--- src/rtl/mdio_responder_if.sv ---
// mdio_responder_if: MDIO pad pins plus the write-commit and busy signals of the PHY-side responder
interface mdio_responder_if;
  logic mdio_mdc;
  logic mdio_mdd_i;
  logic mdio_mdd_o;
  logic mdio_mdd_oe;
  logic wr_valid;
  logic [4:0] wr_addr;
  logic [15:0] wr_data;
  logic busy;
  modport master (
    output mdio_mdc, mdio_mdd_i,
    input mdio_mdd_o, mdio_mdd_oe, wr_valid, wr_addr, wr_data, busy
  );
  modport slave (
    input mdio_mdc, mdio_mdd_i,
    output mdio_mdd_o, mdio_mdd_oe, wr_valid, wr_addr, wr_data, busy
  );
endinterface

--- src/rtl/mdio_responder.sv ---
// mdio_responder: Clause-22 MDIO PHY responder with 32x16 register file; define MDIO_RESP_PRE_SUPPRESS_EN for preamble suppression
module mdio_responder #(
  parameter logic [4:0] PHYAD = 5'd1,
  parameter logic [15:0] PHY_ID1 = 16'h0141,
  parameter logic [15:0] PHY_ID2 = 16'h0CC2
) (
  input logic sys0_clk,
  input logic sys0_rst,
  mdio_responder_if.slave bus
);
  typedef enum logic [2:0] {IDLE, ST2, OP, PHYA, REGA, TA, DATA, SKIP} state_t;
  state_t state, state_nxt;
  logic [1:0] mdc_s, mdd_s;
  logic mdc_d, tick, b, start_ok, rd, rd_nxt, o_nxt, oe_nxt, commit;
  logic [5:0] pre_cnt, pre_cnt_nxt;
  logic [4:0] cnt, cnt_nxt, ra, ra_nxt;
  logic [14:0] sh, sh_nxt;
  logic [15:0] rd_word, wd;
  logic [15:0] regs [32];

  function automatic logic [15:0] rst_val(input int i);
    return i == 0 ? 16'h1140 : i == 1 ? 16'h796D : i == 2 ? PHY_ID1 : i == 3 ? PHY_ID2 : 16'h0;
  endfunction

  assign tick = mdc_s[1] & ~mdc_d;
  assign b = mdd_s[1];
  assign rd_word = ra == 5'd0 ? {1'b0, regs[0][14:0]} : regs[ra];
  assign wd = {sh, b};

`ifdef MDIO_RESP_PRE_SUPPRESS_EN
  logic armed;
  always_ff @(posedge sys0_clk or posedge sys0_rst)
    if (sys0_rst) armed <= 1'b1;
    else if (state != IDLE) armed <= 1'b0;
    else if (tick) armed <= 1'b1;
  assign start_ok = armed;
`else
  assign start_ok = pre_cnt == 6'd32;
`endif

  always_ff @(posedge sys0_clk or posedge sys0_rst)
    if (sys0_rst) begin
      mdc_s <= '0;
      mdd_s <= '0;
      mdc_d <= 1'b0;
    end else begin
      mdc_s <= {mdc_s[0], bus.mdio_mdc};
      mdd_s <= {mdd_s[0], bus.mdio_mdd_i};
      mdc_d <= mdc_s[1];
    end

  always_ff @(posedge sys0_clk or posedge sys0_rst)
    if (sys0_rst) state <= IDLE;
    else state <= state_nxt;

  always_comb begin
    state_nxt = state;
    if (tick)
      case (state)
        IDLE: state_nxt = !b && start_ok ? ST2 : IDLE;
        ST2: state_nxt = b ? OP : IDLE;
        OP: state_nxt = !cnt[0] ? OP : (sh[0] ^ b) ? PHYA : IDLE;
        PHYA: state_nxt = cnt == 5'd4 ? REGA : PHYA;
        REGA: state_nxt = cnt != 5'd4 ? REGA : sh[8:4] == PHYAD ? TA : SKIP;
        TA: state_nxt = cnt[0] ? DATA : TA;
        DATA: state_nxt = cnt == 5'd15 ? IDLE : DATA;
        SKIP: state_nxt = cnt == 5'd17 ? IDLE : SKIP;
      endcase
  end

  always_comb begin
    pre_cnt_nxt = state != IDLE ? 6'd0 : !tick ? pre_cnt : !b ? 6'd0 : pre_cnt == 6'd32 ? pre_cnt : pre_cnt + 6'd1;
    cnt_nxt = state_nxt != state ? 5'd0 : tick ? cnt + 5'd1 : cnt;
    sh_nxt = !tick ? sh : (state == TA && cnt[0]) ? rd_word[14:0] : (state inside {OP, PHYA, REGA, DATA}) ? {sh[13:0], b} : sh;
    ra_nxt = (tick && state == REGA && cnt == 5'd4) ? {sh[3:0], b} : ra;
    rd_nxt = (tick && state == OP && cnt[0]) ? sh[0] : rd;
    o_nxt = !tick ? bus.mdio_mdd_o : state == TA ? (cnt[0] & rd_word[15]) : state == DATA ? ((cnt != 5'd15) & sh[14]) : bus.mdio_mdd_o;
    oe_nxt = !tick ? bus.mdio_mdd_oe : (state == TA && !cnt[0] && rd) ? 1'b1 : (state == DATA && cnt == 5'd15) ? 1'b0 : bus.mdio_mdd_oe;
    commit = tick && state == DATA && cnt == 5'd15 && !rd;
  end

  always_ff @(posedge sys0_clk or posedge sys0_rst)
    if (sys0_rst) begin
      pre_cnt <= '0;
      cnt <= '0;
      sh <= '0;
      ra <= '0;
      rd <= 1'b0;
      bus.mdio_mdd_o <= 1'b0;
      bus.mdio_mdd_oe <= 1'b0;
      bus.wr_valid <= 1'b0;
      bus.wr_addr <= '0;
      bus.wr_data <= '0;
      bus.busy <= 1'b0;
      for (int i = 0; i < 32; i++) regs[i] <= rst_val(i);
    end else begin
      pre_cnt <= pre_cnt_nxt;
      cnt <= cnt_nxt;
      sh <= sh_nxt;
      ra <= ra_nxt;
      rd <= rd_nxt;
      bus.mdio_mdd_o <= o_nxt;
      bus.mdio_mdd_oe <= oe_nxt;
      bus.wr_valid <= commit;
      bus.busy <= state_nxt != IDLE;
      if (commit) begin
        bus.wr_addr <= ra;
        bus.wr_data <= wd;
        if (ra == 5'd0 && wd[15])
          for (int i = 0; i < 32; i++) regs[i] <= rst_val(i);
        else if (ra != 5'd2 && ra != 5'd3)
          regs[ra] <= wd;
      end
    end
endmodule

--- src/flat_wrapper.sv ---
// flat-port wrapper written by rule: the top's interface ports become plain ports
module mdio_responder_flat 
#(
  parameter logic [4:0] PHYAD = 5'd1,
  parameter logic [15:0] PHY_ID1 = 16'h0141,
  parameter logic [15:0] PHY_ID2 = 16'h0CC2
)
  (sys0_clk, sys0_rst, bus_mdio_mdc, bus_mdio_mdd_i, bus_mdio_mdd_o, bus_mdio_mdd_oe, bus_wr_valid, bus_wr_addr, bus_wr_data, bus_busy);
  mdio_responder_if bus_i ();
  input logic sys0_clk;
  input logic sys0_rst;
  input wire logic [$bits(bus_i.mdio_mdc)-1:0] bus_mdio_mdc;
  input wire logic [$bits(bus_i.mdio_mdd_i)-1:0] bus_mdio_mdd_i;
  output wire logic [$bits(bus_i.mdio_mdd_o)-1:0] bus_mdio_mdd_o;
  output wire logic [$bits(bus_i.mdio_mdd_oe)-1:0] bus_mdio_mdd_oe;
  output wire logic [$bits(bus_i.wr_valid)-1:0] bus_wr_valid;
  output wire logic [$bits(bus_i.wr_addr)-1:0] bus_wr_addr;
  output wire logic [$bits(bus_i.wr_data)-1:0] bus_wr_data;
  output wire logic [$bits(bus_i.busy)-1:0] bus_busy;
  assign bus_i.mdio_mdc = bus_mdio_mdc;
  assign bus_i.mdio_mdd_i = bus_mdio_mdd_i;
  assign bus_mdio_mdd_o = bus_i.mdio_mdd_o;
  assign bus_mdio_mdd_oe = bus_i.mdio_mdd_oe;
  assign bus_wr_valid = bus_i.wr_valid;
  assign bus_wr_addr = bus_i.wr_addr;
  assign bus_wr_data = bus_i.wr_data;
  assign bus_busy = bus_i.busy;
  mdio_responder #(.PHYAD(PHYAD), .PHY_ID1(PHY_ID1), .PHY_ID2(PHY_ID2)) u_core (.sys0_clk(sys0_clk), .sys0_rst(sys0_rst), .bus(bus_i));
endmodule
--- config.mk ---
export PLATFORM = sky130hd
export DESIGN_NAME = mdio_responder_flat
export DESIGN_NICKNAME = d
export VERILOG_FILES = /design/src/rtl/mdio_responder_if.sv /design/src/rtl/mdio_responder.sv /design/src/flat_wrapper.sv
export SDC_FILE = /design/constraint.sdc
export NUM_CORES = 2
export LEC_CHECK = 0
export BUFFER_PORTS_ARGS = -buffer_cell sky130_fd_sc_hd__buf_4
export CAP_MARGIN = 10
export CORE_MARGIN = 10
export CORE_UTILIZATION = 40
export DETAILED_ROUTE_END_ITERATION = 10
export SLEW_MARGIN = 20
export SYNTH_ARGS = -nofsm -noshare
export SYNTH_HDL_FRONTEND = slang
export SYNTH_SLANG_ARGS = --single-unit
--- constraint.sdc ---
create_clock -name sys0_clk -period 25.5 [get_ports sys0_clk]
set_input_delay 1.275 -clock sys0_clk [delete_from_list [all_inputs] [get_ports sys0_clk]]
set_output_delay 1.275 -clock sys0_clk [all_outputs]
set_load 0.02 [all_outputs]
==> flow_metrics.tcl <==
set metrics [dict create \
    area_growth_pct 12.7 \
    postRouteAntennaNets 0 \
    htree_levels 2 \
    grt_pass1_vias 18200 \
    track_usage_pct 21.3 \
    cts_setup_buffers 0 \
    p_leak_nw 12.8 \
    max_stage_delay_ps 750 \
    nFillCells 5576 \
    final_cell_mix "551 x dfrtp_1, 452 x a22o_1, 105 x nand2_1" \
    drt_wl_total_um 80400 \
    status "finished clean" \
    die_x_um 274 \
    portBuffers 28 \
    ir_drop_v 0.0000527 \
    criticalPathCategory "register to register" \
    hp-class "register to register" \
    syn_area_sq_mm 0.0258 \
    slew_headroom_pct 25.7 \
    register_area_sq_mm 0.0145 \
    synth_cells 2002 \
    cts_hold_buffers 0 \
    synthFlopType "dfrtp_1" \
    worst_pin_slew_ps 1110 \
    cts_max_path_buffers 3 \
    yosysWarnings 0 \
    nets 1955 \
    clockRootBuffer "clkbuf_16" \
    rsz0062_at_grt "no" \
    layout-drive-gt1-share_pct 20.9 \
    io_pins 29 \
    required_ps 26070 \
    cp_slowest_cell "or2_1" \
    cap_violations 0 \
    coreArea_sq_mm 0.0634 \
    crit_fanout 27 \
    yosys_register_bits 577 \
    vias 18300 \
    routabilityCongestion 0.918 \
    cts_made_buffers 61 \
    initial_utilization_pct 40.6 \
    maxSlewViolCount 0 \
    die_h_um 274 \
    fin_area_sq_mm 0.0290 \
    post_cts_resized 0 \
    grt_pass1_wl_um 122000 \
    multiInputGateArea_sq_mm 0.0105 \
    clk_latency_ps 640 \
    crit_chain "ha_1, and3_1, ha_1, nand2_1, nor4_4, buf_4, nand2_2, or2_1, nor2_4, a22o_1" \
    syn_nets 2012 \
    final.period_utilization_pct 16.8 \
    grt_max_degree 190 \
    cpMostUsedCell "ha_1" \
    dp_hpwl_um 48200 \
    critical-path-top-delay-family "simple AND/OR/NAND/NOR gates" \
    period_needed_ps 4270 \
    hold_viol_final 0 \
    timing.fmax_mhz 234 \
    cts_sinks 577 \
    start_kind "register" \
    hold_slack_ps 347 \
    place_area_sq_mm 0.0268 \
    avgSynthCellArea_sq_um 12.9 \
    drt_iter0_drc 2184 \
    async_reset_ff_share_pct 100 \
    drc 0 \
    skew_ps 20.9 \
    synth_edf_count 0 \
    dieArea_sq_mm 0.0750 \
    crit_buf_inv 1 \
    firstDrtPassIters 6 \
    cp.arrival_ps 4840 \
    worstSetupEndpointType "register" \
    ys_seq_area_share_pct 56.1 \
    synth_cell_types 65 \
    wire_per_inst_um 28.2 \
    gr-total-overflow 0 \
    final_common_cell "dfrtp_1" \
    cts_tree "done" \
    setup_viol 0 \
    p_per_area_mw_per_mm2 74.4 \
    rows 92 \
    antenna_found_initial 2 \
    clkTransAtPathRegs_ps 60 \
    tns_ps 0 \
    vias_per_cell 6.43 \
]
cell type report:
class	instances	area share, %
Multi-Input combinational cell	1203	36.1
Clock inverter	33	1.41
Sequential cell	577	49.8
Antenna cell	1	0.00861
Tap cell	846	3.64
Clock buffer	83	6.17
Inverter	11	0.168
Timing Repair Buffer	91	2.64
cell families (layout without fill, tap and decap cells):
group | Yosys count | count (layout) | synth area share (%)
and+or+nand+nor | 358 | 358 | 7.22
DFF | 577 | 577 | 56.1
adders and majority gates | 6 | 6 | 0.291
buffers and inverters | 222 | 218 | 3.60
AOI/OAI and AO/OA | 651 | 651 | 20.3
other | 0 | 1 | 0
xor gates and xnor gates | 1 | 1 | 0.0340
muxes | 187 | 187 | 12.4
metal layers:
layer / vias up / track usage (%) / routed length [um] / part of all wire, %
li1: 7537 / - / - / -
met1: 9676 / 30.4 / 34700 / 43
met2: 894 / 31.2 / 35600 / 44
met3: 177 / 5.09 / 7020 / 8.7
met4: 4 / 7.59 / 3010 / 3.7
met5: - / 0 / 24 / 0.030
per-stage QoR:
stage               worst slack [ps]  total power [W]  std cells  util (%)
detailed placement             21360          0.00121       2726      42.2
global route                   21030          0.00223       2844      45.8
CTS                            21340          0.00217       2842      45.7
finish                         21230          0.00216       2845      45.8
floorplan                       8120          0.00111       2002         -
global placement               21390          0.00120       2725      42.1
registers in the layout (all words and copies together) (netlist names), 3 cells and up:
| signal | cells |
|---|---|
| u_core.ra | 5 |
| u_core.bus.wr_data | 16 |
| u_core.regs | 512 |
| u_core.state | 3 |
| u_core.bus.wr_addr | 5 |
| u_core.cnt | 5 |
| u_core.pre_cnt | 6 |
| u_core.sh | 15 |
Yosys cell counts (12+ instances only):
cell type | count | area [sq um]
o21ai_0 | 52 | 260
nor2_1 | 76 | 285
o21ai_1 | 28 | 140
a22o_1 | 452 | 3960
clkbuf_1 | 126 | 473
nand2b_1 | 28 | 175
nand2_1 | 105 | 394
a22oi_1 | 27 | 203
mux2i_1 | 42 | 420
nor3_1 | 13 | 65.1
mux2_2 | 44 | 495
and2_1 | 30 | 188
nor2b_1 | 14 | 87.6
a21oi_1 | 25 | 125
buf_1 | 23 | 86.3
dfstp_2 | 21 | 552
nand3_1 | 29 | 145
buf_2 | 55 | 275
o221ai_1 | 12 | 105
dfrtp_1 | 556 | 13900
mux4_2 | 101 | 2270
report_power, final:
| part | total, W | switching, W | internal (W) |
|---|---|---|---|
| Sequential | 0.000975 | 0.0000445 | 0.000930 |
| Clock | 0.000967 | 0.000385 | 0.000582 |
| Combinational | 0.000219 | 0.000170 | 0.0000490 |
| Total | 0.00216 | 0.000599 | 0.00156 |
worst paths after layout:
path	startpoint	endpoint	slack (ps)	cells past startpoint
setup / recovery	u_core.cnt[0]$_DFFE_PP0P_	u_core.regs[340]$_DFFE_PP0P_	21230	10
hold / removal	u_core.mdd_s[0]$_DFF_PP0_	u_core.mdd_s[1]$_DFF_PP0_	350	0
setup reg to reg	u_core.cnt[0]$_DFFE_PP0P_	u_core.regs[340]$_DFFE_PP0P_	21230	10
hold reg to reg	u_core.mdd_s[0]$_DFF_PP0_	u_core.mdd_s[1]$_DFF_PP0_	350	0
max in group asynchronous	sys0_rst	u_core.regs[506]$_DFFE_PP0P_	22950	4
min in group asynchronous	sys0_rst	u_core.regs[21]$_DFFE_PP0P_	840	2
(Power assumes the default switching activity.)
